<file path="src/rtl/if_pkg.sv">
// Shared widths, NOP encoding and the packed queue entry layout for the
// fetch/decode buffering stage.
package if_pkg;

  localparam int INSTR_W = 32;
  localparam int ADDR_W  = 32;

  localparam logic [INSTR_W-1:0] NOP_INSTR = 32'h0000_0013;

  // Entry is {instn, nextpc, pc}; pc occupies the least significant bits.
  localparam int ENTRY_W     = INSTR_W + 2 * ADDR_W;
  localparam int PC_LSB      = 0;
  localparam int NEXTPC_LSB  = ADDR_W;
  localparam int INSTN_LSB   = 2 * ADDR_W;

  typedef struct packed {
    logic [INSTR_W-1:0] instn;
    logic [ADDR_W-1:0]  nextpc;
    logic [ADDR_W-1:0]  pc;
  } entry_t;

  function automatic entry_t make_entry(input logic [INSTR_W-1:0] instn,
                                        input logic [ADDR_W-1:0]  nextpc,
                                        input logic [ADDR_W-1:0]  pc);
    entry_t e;
    e.instn  = instn;
    e.nextpc = nextpc;
    e.pc     = pc;
    return e;
  endfunction

endpackage

</file>
<file path="src/rtl/if_id_queue_ram.sv">
// Storage for the fetch/decode queue: one clocked write port, one
// asynchronous read port, no reset on the array.
module if_id_queue_ram #(
  parameter int DEPTH = 4,
  parameter int PTR_W = 2,
  parameter int W     = 96
) (
  input  logic             clk,
  input  logic             wr_en,
  input  logic [PTR_W-1:0] wr_addr,
  input  logic [W-1:0]     wr_data,
  input  logic [PTR_W-1:0] rd_addr,
  output logic [W-1:0]     rd_data
);

  logic [W-1:0] mem [DEPTH];

  always_ff @(posedge clk) begin
    if (wr_en) begin
      mem[wr_addr] <= wr_data;
    end
  end

  assign rd_data = mem[rd_addr];

endmodule

</file>
<file path="src/rtl/if_id_queue.sv">
// Circular queue between instruction fetch and decode: valid/ready on both
// sides, occupancy tracked by count, flush discards everything queued.
module if_id_queue #(
  parameter int DEPTH = 4,
  parameter int PTR_W = 2,
  parameter logic [31:0] NOP_INSTR = if_pkg::NOP_INSTR
) (
  input  logic                        clk,
  input  logic                        reset,
  input  logic                        in_valid,
  input  logic [if_pkg::INSTR_W-1:0]  inp_instn,
  input  logic [if_pkg::ADDR_W-1:0]   nextpc,
  input  logic [if_pkg::ADDR_W-1:0]   pc_to_branch,
  output logic                        in_ready,
  output logic                        out_valid,
  input  logic                        out_ready,
  output logic [if_pkg::INSTR_W-1:0]  out_instn,
  output logic [if_pkg::ADDR_W-1:0]   out_nextpc,
  output logic [if_pkg::ADDR_W-1:0]   out_pc,
  input  logic                        flush,
  output logic [PTR_W:0]              count
);

  import if_pkg::*;

  localparam logic [PTR_W:0] FULL_COUNT = (PTR_W + 1)'(DEPTH);

  logic [PTR_W-1:0] wr_ptr;
  logic [PTR_W-1:0] rd_ptr;
  logic             push;
  logic             pop;
  entry_t           wr_entry;
  entry_t           head;

  // Handshake flags come only from registered occupancy, so in_ready never
  // depends combinationally on out_ready.
  assign in_ready  = (count != FULL_COUNT);
  assign out_valid = (count != '0);
  assign push      = in_valid && in_ready && !flush;
  assign pop       = out_valid && out_ready && !flush;

  assign wr_entry = make_entry(inp_instn, nextpc, pc_to_branch);

  if_id_queue_ram #(
    .DEPTH (DEPTH),
    .PTR_W (PTR_W),
    .W     (ENTRY_W)
  ) u_ram (
    .clk     (clk),
    .wr_en   (push),
    .wr_addr (wr_ptr),
    .wr_data (wr_entry),
    .rd_addr (rd_ptr),
    .rd_data (head)
  );

  always_ff @(posedge clk or posedge reset) begin
    if (reset) begin
      wr_ptr <= '0;
      rd_ptr <= '0;
      count  <= '0;
    end else if (flush) begin
      wr_ptr <= '0;
      rd_ptr <= '0;
      count  <= '0;
    end else begin
      if (push) begin
        wr_ptr <= wr_ptr + PTR_W'(1);
      end
      if (pop) begin
        rd_ptr <= rd_ptr + PTR_W'(1);
      end
      case ({push, pop})
        2'b10:   count <= count + (PTR_W + 1)'(1);
        2'b01:   count <= count - (PTR_W + 1)'(1);
        default: count <= count;
      endcase
    end
  end

  // Stale array contents are never exposed: an empty queue shows a NOP.
  always_comb begin
    out_instn  = NOP_INSTR;
    out_nextpc = '0;
    out_pc     = '0;
    if (out_valid) begin
      out_instn  = head.instn;
      out_nextpc = head.nextpc;
      out_pc     = head.pc;
    end
  end

endmodule

</file>
<file path="config.mk">
export PLATFORM = sky130hd
export DESIGN_NAME = if_id_queue
export DESIGN_NICKNAME = d
export VERILOG_FILES = /design/src/rtl/if_pkg.sv /design/src/rtl/if_id_queue_ram.sv /design/src/rtl/if_id_queue.sv
export SDC_FILE = /design/constraint.sdc
export NUM_CORES = 1
export LEC_CHECK = 0
export BUFFER_PORTS_ARGS = -buffer_cell sky130_fd_sc_hd__buf_2
export CAP_MARGIN = 20
export CORE_ASPECT_RATIO = 0.9
export CORE_UTILIZATION = 55
export DETAILED_ROUTE_END_ITERATION = 12
export GPL_ROUTABILITY_DRIVEN = 0
export PLACE_DENSITY = 0.77
export SETUP_SLACK_MARGIN = 0.15
export SLEW_MARGIN = 40
export SYNTH_ARGS = -nofsm -noshare
export SYNTH_HDL_FRONTEND = slang
export SYNTH_HIERARCHICAL = 1
export SYNTH_SLANG_ARGS = --single-unit
</file>
<file path="constraint.sdc">
create_clock -name clk -period 26.1 [get_ports clk]
set_clock_uncertainty 0.05 [all_clocks]
set_input_delay 0 -clock clk [delete_from_list [all_inputs] [get_ports clk]]
set_output_delay 0 -clock clk [all_outputs]
set_load 0.1 [all_outputs]
</file>
==> impl_table.tex, run 1 <==
\begin{tabular}{lr}
\hline
Metric & Value \\
\hline
\multicolumn{2}{l}{\textbf{Yosys}} \\
Syn nets & about 770 \\
Number of synthesized register bits & 391 \\
Cell area after synthesis & $\sim$15,000 um\^{}2 \\
Xor and xnor area share after synthesis & less than 1\% \\
Area fraction in compound gates after synthesis & less than 1\% \\
Number of standard cells after synthesis & 667 \\
Area share of fa/ha/maj cells after synthesis & less than 1\% \\
Multiplexer share of the synthesized area & 14.4\% \\
Synth cell types & 34 \\
Yosys warns & 6 \\
Combinational family with the most area after synthesis & multiplexers \\
Avg Cell Area, Syn & 22.6 um\^{}2 \\
Sequential element share of the synthesized area & just under 80\% \\
Simple-gate share of the synthesized area & between 5 and 6\% \\
\multicolumn{2}{l}{\textbf{Setup path}} \\
Critical path data required time & around 26 ns \\
Cell class contributing the biggest share of worst-path delay & buffers and inverters \\
CP Max Fanout & 50 \\
Crit path to & out\_instn[25] \\
Endpoint of the worst register-to-register path & u\_ram/mem[1][71] \\
Startpoint of the most critical register-to-register path & count[1] \\
Stages on the worst setup path & 5 \\
Setup slack of the worst register-to-register path & about 23 ns \\
Library cell contributing the largest single delay on the critical path & sky130\_fd\_sc\_hd\_\_dfrtp\_4 \\
Endpoint type of the worst setup path & output pin \\
Startpoint Class & flip-flop \\
Kind of critical path & flip-flop to output pin \\
Critical path cell sequence & buf\_12, buf\_6, mux4\_2, and2\_1, buf\_2 \\
Cell depth of the worst flop-to-flop path & 5 \\
Count of buffer and inverter cells on the critical path & 3 \\
Delay of the slowest cell on the worst path & 0.61 ns \\
Crit path DAT & roughly 3.1 ns \\
Crit. Startpoint & rd\_ptr[0] \\
\multicolumn{2}{l}{\textbf{Clocking}} \\
Clock tree from TritonCTS & done \\
Total clock sinks & $\sim$400 \\
Clock edge transition at the registers on the reported setup and hold paths & 0.06 ns \\
Number of buffers inserted during clock tree synthesis & 40 \\
Bufs on Longest Clock Path & 3 \\
CTS Root Cell & sky130\_fd\_sc\_hd\_\_clkbuf\_16 \\
CTS HTree Levels & 2 \\
Source-to-sink clock delay at the later pin of the worst-skew pair & around 0.51 ns \\
\multicolumn{2}{l}{\textbf{Floorplanning}} \\
Count of standard-cell rows & between 50 and 60 \\
I/O pins & about 200 \\
Initial cell density of the core & about 56\% \\
Die Footprint & between 20,000 and 30,000 um\^{}2 \\
Die H & 159 um \\
Area of the core region & 27,000 um\^{}2 \\
Horiz. Die Dim & approximately 180 um \\
\multicolumn{2}{l}{\textbf{Power}} \\
Switching share of total power & $\sim$30\% \\
Clock network fraction of total power & between 30\% and 40\% \\
Internal power summed over all cells & approximately 1100 uW \\
Power after layout & between 1500 and 2000 uW \\
Leak Pwr & between 0.006 and 0.007 uW \\
Relative contribution of combinational cells to total power & approximately a fifth \\
Sequential share of power & 46.0\% \\
VDD IR-drop max & 0.0612 mV \\
Ratio of total power to cell area & $\sim$84 nW/um\^{}2 \\
Switching Power & 465 uW \\
\multicolumn{2}{l}{\textbf{Place}} \\
Total instance count after detailed placement & $\sim$1,200 \\
Input/output buffers & approximately 200 \\
DP HPWL & roughly 16,000 um \\
\multicolumn{2}{l}{\textbf{Global route}} \\
Pin count of the biggest net entering global routing & 100 \\
Number of antenna violations at the first check in global routing & 1 \\
Total global routing overflow & 0 \\
Global-route wire length before repair & between 40,000 and 50,000 um \\
Vias in the first global route & roughly 8,000 \\
All-layer global routing usage & about a fifth \\
\multicolumn{2}{l}{\textbf{Timing}} \\
RSZ-0062 raised after global routing & false \\
TNS Setup & 0 ns \\
Endpoints failing setup & 0 \\
Actual slew at the worst max-slew pin & $\sim$0.81 ns \\
Max-slew violation total from the final report & 0 \\
Total count of hold-check failures in the final report & 0 \\
Peak Freq & 0.319 GHz \\
Worst-case headroom to the max-slew limit & a little under half \\
Clock period minus worst slack & around 3.1 ns \\
Share of the clock period used by the worst path & roughly 12\% \\
\multicolumn{2}{l}{\textbf{Detailed routing}} \\
Detailed Route WL & about 29,000 um \\
Iteration-0 DRC count of the detailed router & $\sim$560 \\
Number of detailed-route iterations in the first pass & 7 \\
Vias per inst & 5.52 \\
Number of nets with antenna violations after detailed routing & 0 \\
Via count & 7,556 \\
Wire length per cell & between 20 and 25 um \\
DR DRC count & 0 \\
\multicolumn{2}{l}{\textbf{Finish}} \\
Layout area overhead & 23.8\% \\
Finished Core Util & between 60 and 70\% \\
Number of nets in the final layout & about 1,100 \\
Finished Layout Cells & around 1,400 \\
Number of filler instances in the final layout & around 1,600 \\
Ratio of cells with drive above 1 in the final layout & roughly 37\% \\
\multicolumn{2}{l}{\textbf{Worst hold path}} \\
Path class of the lowest-slack min-delay path & primary input to flip-flop \\
Startpoint of the most critical hold path & pc\_to\_branch[28] \\
\multicolumn{2}{l}{\textbf{Flow run}} \\
Max-Cap Viols & 0 \\
\multicolumn{2}{l}{\textbf{Outcome}} \\
Run status & finished, final reports clean \\
\hline
\end{tabular}
-- metrics by stage --
| step | hold WS (ns) | area, um^2 | setup slack [ns] |
|---|---|---|---|
| global placement | -0.100 | 16300 | 22.82 |
| CTS | 0.167 | 18600 | 22.88 |
| global route | 0.176 | 18700 | 22.76 |
| detailed placement | -0.0969 | 16400 | 22.99 |
| floorplan | -0.247 | 15100 | 16.06 |
| finish | 0.186 | 18700 | 22.96 |
-- metal layers --
layer / wire (um) / track usage [%]
met4: 452 / 4.74
met3: 2150 / 4.73
met5: 0 / 0
met1: 11800 / 29.2
met2: 14700 / 35.2
-- worst min-delay path by stage --
stage / to / cells past startpoint
floorplan: count[0] / 1
global placement: count[1] / 2
detailed placement: count[2] / 2
CTS: u_ram/mem[0][38] / 2
global route: u_ram/mem[3][28] / 2
finish: u_ram/mem[3][28] / 2
-- state kept, by name, summed over array words and instances (netlist names) --
register   cells
wr_ptr         2
u_ram/mem    384
count          3
rd_ptr         2
-- placed cells by master, fill, tap and decap left out, types with 5 or more instances in the layout --
master / instances
sky130_fd_sc_hd__clkbuf_1: 10
sky130_fd_sc_hd__buf_2: 201
sky130_fd_sc_hd__buf_6: 6
sky130_fd_sc_hd__dfrtp_1: 5
sky130_fd_sc_hd__clkinv_2: 5
sky130_fd_sc_hd__clkinv_1: 10
sky130_fd_sc_hd__and2_4: 10
sky130_fd_sc_hd__clkbuf_16: 41
sky130_fd_sc_hd__mux4_2: 96
sky130_fd_sc_hd__nor2_1: 7
sky130_fd_sc_hd__dlygate4sd3_1: 104
sky130_fd_sc_hd__and2_1: 84
sky130_fd_sc_hd__edfxtp_1: 384
-- power groups by stage --
stage	Combinational (uW)	Clock, uW	Sequential (uW)
4_1_cts	326	531	720
2_1_floorplan	259	0	735
3_3_place_gp	304	0	737
5_1_grt	338	555	722
6_report	323	522	720
3_5_place_dp	312	0	733
-- cell families (layout without fill, tap and decap cells) --
logic type,Yosys count,count (layout)
flops,391,391
simple gates,125,125
mux,97,97
buf+inv,39,387
compound gates,8,8
xor+xnor,6,6
fa+ha+maj,1,1
other cells,0,1
-- area by class of cell --
type | instances | area [um^2] | area share [%]
sequential | 391 | 11700 | 62.8
multi-input combinational | 237 | 3110 | 16.7
timing repair buffer | 315 | 2170 | 11.6
clock buffer | 51 | 1060 | 5.70
tap | 354 | 443 | 2.37
clock inverter | 19 | 139 | 0.745
inverter | 2 | 7.51 | 0.0402
antenna | 1 | 2.50 | 0.0134
-- synth_stat cells --
library cell	count	share of area (%)
sky130_fd_sc_hd__or3b_1	1	0.058
sky130_fd_sc_hd__dfrtp_1	7	1.2
sky130_fd_sc_hd__buf_1	1	0.025
sky130_fd_sc_hd__o21ai_0	2	0.066
sky130_fd_sc_hd__buf_12	1	0.13
sky130_fd_sc_hd__nand3_1	4	0.13
sky130_fd_sc_hd__clkbuf_1	14	0.35
sky130_fd_sc_hd__inv_1	2	0.050
sky130_fd_sc_hd__and2_4	10	0.58
sky130_fd_sc_hd__and3_1	1	0.042
sky130_fd_sc_hd__o31ai_1	1	0.050
sky130_fd_sc_hd__nor3b_1	2	0.10
sky130_fd_sc_hd__buf_6	4	0.30
sky130_fd_sc_hd__a41oi_1	1	0.058
sky130_fd_sc_hd__fa_1	1	0.13
sky130_fd_sc_hd__xor2_1	4	0.23
sky130_fd_sc_hd__mux4_2	96	14
sky130_fd_sc_hd__nand3_2	1	0.066
sky130_fd_sc_hd__and2_1	84	3.5
sky130_fd_sc_hd__buf_8	5	0.50
sky130_fd_sc_hd__nor3_1	2	0.066
sky130_fd_sc_hd__nand2b_1	4	0.17
sky130_fd_sc_hd__mux2_2	1	0.075
sky130_fd_sc_hd__and3b_1	2	0.12
sky130_fd_sc_hd__nand2_4	1	0.075
sky130_fd_sc_hd__nand3b_1	1	0.050
sky130_fd_sc_hd__edfxtp_1	384	77
sky130_fd_sc_hd__a21oi_1	3	0.10
sky130_fd_sc_hd__or3_1	2	0.083
sky130_fd_sc_hd__xnor2_1	2	0.12
sky130_fd_sc_hd__o221ai_1	1	0.058
sky130_fd_sc_hd__nand2_1	3	0.075
sky130_fd_sc_hd__nor2_1	7	0.17
sky130_fd_sc_hd__buf_2	12	0.40
-- worst reg2reg max path, delay by kind of cell (launching register included) --
kind                   cells  cell delay [ns]
flip-flops                 1             0.52
AND/OR/NAND/NOR            4             1.31
buffers and inverters      1             0.79
-- timing repair --
action	4_1_cts	5_1_grt
hold buffers	104	0
endpoints found under the hold margin	398	0
buffers inserted	0	0
gates resized for setup	0	0
Power figures use the tool's default switching activity.
==> run 2: changes to the inputs <==
Settings changed: ABC_AREA from default to 1, PLACE_DENSITY 0.77 to 0.76.
Clock period 26.1 ns to 3.2 ns, I/O delays scaled along.
==> run 2 against run 1 <==
Clock-buffer cell count down 5. Sequential cell count unchanged. Cell count up 83%. Utilization up 2.3 points. Cell area up 20%. Sequential share of layout area down 10 points. Hold slack worse by 0.017 ns. Combinational power rose to 36 times the previous value.
==> impl_table.tex, run 2 <==
\begin{tabular}{lr}
\hline
Metric & Value \\
\hline
\multicolumn{2}{l}{\textbf{Outcome}} \\
Run status & finished, final reports clean \\
\multicolumn{2}{l}{\textbf{Place}} \\
Input/output buffers & 201 (unchanged) \\
Placed instance area & 20,000 um\^{}2 (+22\%) \\
Total instance count after detailed placement & 2,326 (+95\%) \\
DP HPWL & 20,700 um (+31\%) \\
\multicolumn{2}{l}{\textbf{Global route}} \\
Number of antenna violations at the first check in global routing & 2 (+1) \\
Total global routing overflow & 0 (unchanged) \\
Global-route wire length before repair & 59,000 um (+31\%) \\
Pin count of the biggest net entering global routing & 158 (+58\%) \\
Vias in the first global route & 11,902 (+48\%) \\
All-layer global routing usage & 23.2\% (+1.9 points) \\
\multicolumn{2}{l}{\textbf{Clocking}} \\
Number of buffers inserted during clock tree synthesis & 41 (+2.5\%) \\
Resize count post-CTS & 0 (unchanged) \\
Source-to-sink clock delay at the later pin of the worst-skew pair & 0.53 ns (+0.02 ns) \\
Clock edge transition at the registers on the reported setup and hold paths & 0.06 ns (about the same) \\
CTS Root Cell & sky130\_fd\_sc\_hd\_\_clkbuf\_16 \\
Bufs on Longest Clock Path & 3 (unchanged) \\
Total clock sinks & 391 (unchanged) \\
Clock tree from TritonCTS & done \\
CTS HTree Levels & 2 (unchanged) \\
\multicolumn{2}{l}{\textbf{Timing}} \\
Clock period minus worst slack & $\sim$2.8 ns \\
RSZ-0062 raised after global routing & false \\
Actual slew at the worst max-slew pin & 0.829 ns (+0.0169 ns) \\
Share of the clock period used by the worst path & between 80\% and 90\% \\
Max-slew violation total from the final report & 0 (unchanged) \\
Endpoints failing setup & 0 (unchanged) \\
Worst-case headroom to the max-slew limit & 44.8\% (-1.1 points) \\
Peak Freq & about 0.36 GHz \\
TNS Setup & 0 ns (unchanged) \\
Total count of hold-check failures in the final report & 0 (unchanged) \\
\multicolumn{2}{l}{\textbf{Detailed routing}} \\
DR DRC count & 0 (unchanged) \\
Number of detailed-route iterations in the first pass & 6 (-1) \\
Number of nets with antenna violations after detailed routing & 0 (unchanged) \\
Detailed Route WL & 37,200 um (+28\%) \\
Via count & 12,134 (+61\%) \\
Wire length per cell & 14.8 um (-30\%) \\
Vias per inst & 4.84 (-12\%) \\
Iteration-0 DRC count of the detailed router & 953 (+71\%) \\
\multicolumn{2}{l}{\textbf{Yosys}} \\
Dominant cell by count in the synthesized netlist & sky130\_fd\_sc\_hd\_\_nand2\_1 \\
Syn nets & 1,870 (+140\%) \\
Most area-hungry cell type in the Yosys netlist & sky130\_fd\_sc\_hd\_\_edfxtp\_1 \\
Sequential element share of the synthesized area & 66.3\% (-11 points) \\
Avg Cell Area, Syn & 9.98 um\^{}2 (-56\%) \\
Top cells by count, synth & sky130\_fd\_sc\_hd\_\_nand2\_1, sky130\_fd\_sc\_hd\_\_inv\_1, sky130\_fd\_sc\_hd\_\_edfxtp\_1 \\
Yosys warns & 6 (unchanged) \\
Cell types occupying the most area after synthesis & sky130\_fd\_sc\_hd\_\_edfxtp\_1, sky130\_fd\_sc\_hd\_\_nand2\_1, sky130\_fd\_sc\_hd\_\_inv\_1, sky130\_fd\_sc\_hd\_\_nand3\_1, sky130\_fd\_sc\_hd\_\_nor2\_4 \\
Number of standard cells after synthesis & 1,768 (+170\%) \\
Synth cell types & 23 (-32\%) \\
Xor and xnor area share after synthesis & 0.0496\% (-0.30 points) \\
Share of synthesized flip-flops with an asynchronous set or reset & 1.79\% (unchanged) \\
Area share of fa/ha/maj cells after synthesis & 0.113\% (-0.020 points) \\
Post-synth EDFFs & 384 (unchanged) \\
Cell area after synthesis & 17,700 um\^{}2 (+17\%) \\
Top-area cell type share of the netlist area & 65.3\% (-11 points) \\
Simple-gate share of the synthesized area & 20.4\% (+15 points) \\
Combinational family with the most area after synthesis & simple AND/OR/NAND/NOR gates \\
Multiplexer share of the synthesized area & 0\% (-14 points) \\
Area fraction in compound gates after synthesis & 0.206\% (-0.13 points) \\
Number of synthesized register bits & 391 (unchanged) \\
Flip-flop cell with the highest count after synthesis & sky130\_fd\_sc\_hd\_\_edfxtp\_1 \\
\multicolumn{2}{l}{\textbf{Setup path}} \\
Crit path DAT & 2.76 ns (-0.33 ns) \\
Critical path data required time & 3.15 ns (-22.90 ns) \\
CP Max Fanout & 48 (-4.0\%) \\
Startpoint Class & flip-flop \\
Endpoint type of the worst setup path & output pin \\
Library cell contributing the largest single delay on the critical path & sky130\_fd\_sc\_hd\_\_dfrtp\_4 \\
Kind of critical path & flip-flop to output pin \\
Critical path cell sequence & inv\_4, buf\_4, nand3\_1, nand2\_1, inv\_1, nor2\_1, buf\_2 \\
Delay of the slowest cell on the worst path & 0.50 ns (-0.11 ns) \\
\multicolumn{2}{l}{\textbf{Power}} \\
Relative contribution of combinational cells to total power & 52.1\% (+31 points) \\
Switching share of total power & 47.6\% (+18 points) \\
Ratio of total power to cell area & 995 nW/um\^{}2 (+1100\%) \\
VDD IR-drop max & 1.27 mV (+2000\%) \\
Internal power summed over all cells & 11,600 uW (+960\%) \\
Sequential share of power & 27.0\% (-19 points) \\
Clock network fraction of total power & 20.9\% (-12 points) \\
Power after layout & 22,200 uW (+1300\%) \\
Switching Power & 10,600 uW (+2200\%) \\
Leak Pwr & 0.0104 uW (+61\%) \\
\multicolumn{2}{l}{\textbf{Floorplanning}} \\
Die Footprint & 32,800 um\^{}2 (+17\%) \\
Horiz. Die Dim & 191 um (+8.2\%) \\
Area of the core region & 31,200 um\^{}2 (+16\%) \\
Initial cell density of the core & 56.6\% (+0.68 points) \\
I/O pins & 202 (unchanged) \\
Count of standard-cell rows & 61 (+7.0\%) \\
Die H & 172 um (+8.2\%) \\
\multicolumn{2}{l}{\textbf{Finish}} \\
Registers with the most flip-flops & u\_ram/mem: 384 flops, count: 3 flops \\
Layout area overhead & 26.5\% \\
Non-Filler Cell Area, Final & 22,300 um\^{}2 (+20\%) \\
Register with the most flip-flops & u\_ram/mem \\
Finished Layout Cells & 2,506 (+83\%) \\
Commonest cells after routing, fill and taps aside & sky130\_fd\_sc\_hd\_\_nand2\_1, sky130\_fd\_sc\_hd\_\_inv\_1, sky130\_fd\_sc\_hd\_\_edfxtp\_1 \\
Ratio of cells with drive above 1 in the final layout & 16.7\% (-20 points) \\
Finished Core Util & 71.5\% (+2.3 points) \\
Largest register FFs & 384 (unchanged) \\
Most common cell after layout, fill and taps aside & sky130\_fd\_sc\_hd\_\_nand2\_1 \\
Number of nets in the final layout & 2,165 (+99\%) \\
\multicolumn{2}{l}{\textbf{Flow run}} \\
Max-Cap Viols & 0 (unchanged) \\
\multicolumn{2}{l}{\textbf{Worst hold path}} \\
Path class of the lowest-slack min-delay path & primary input to flip-flop \\
\hline
\end{tabular}
[run 2: logic make-up after synthesis]
kind of cell | Yosys count
compound gates | 5
xor+xnor | 1
fa+ha+maj | 1
buf+inv | 566
flops | 391
simple gates | 804
[run 2: path summary, 6_finish.rpt]
path                             from                to  slack [ns]  cells past startpoint
max                         rd_ptr[1]      out_instn[7]        0.39                      7
min                        nextpc[11]  u_ram/mem[2][43]        0.17                      2
max reg2reg                  count[0]          count[0]        0.63                     10
min reg2reg                  count[1]          count[1]        0.55                      2
max in group asynchronous       reset         rd_ptr[1]        2.36                      4
min in group asynchronous       reset          count[0]        0.47                      4
[run 2: worst max-delay path: cells and delay by family, from the launching register on]
family | cells | cell delay, ns
buf+inv | 4 | 1.35
flops | 1 | 0.50
simple gates | 3 | 0.38
[run 2: through the flow]
step                      setup slack (ns)  hold slack, ns
final                                0.391           0.168
after global placement                1.05          -0.108
after floorplan                     -0.811          -0.247
after global routing                 0.241           0.162
after detailed placement              1.03         -0.0984
after CTS                            0.418           0.154
[run 2: repair_timing]
| action | 4_1_cts | 5_1_grt |
|---|---|---|
| hold buffers | 103 | 0 |
| endpoints found under the hold margin | 398 | 0 |
| setup buffers | 0 | 0 |
[run 2: area by class of cell]
class / instances / area, um^2
flip-flops and latches: 391 / 11700
fillers: 2148 / 8890
multi-input cells: 811 / 3750
repair buffers: 325 / 3140
inverters: 493 / 1870
clock buffers: 46 / 1090
well taps: 409 / 512
clock inverters: 28 / 240
diodes: 3 / 7.51
[run 2: layer usage]
layer | vias to the layer above | share of wire, % | track usage, %
li1 | 5980 | - | -
met3 | 55 | 6.3 | 3.78
met4 | 0 | 1.7 | 6.82
met2 | 392 | 50 | 40.3
met5 | - | 0 | 0
met1 | 5707 | 42 | 30.0
[run 2: power by group through the flow]
stage / sequential (uW) / combinational [uW] / clock, uW
final: 6000 / 11600 / 4630
after detailed placement: 6100 / 11500 / 0
after global routing: 6020 / 12100 / 4900
after CTS: 6000 / 11600 / 4700
after floorplan: 6210 / 8420 / 0
after global placement: 6090 / 11400 / 0
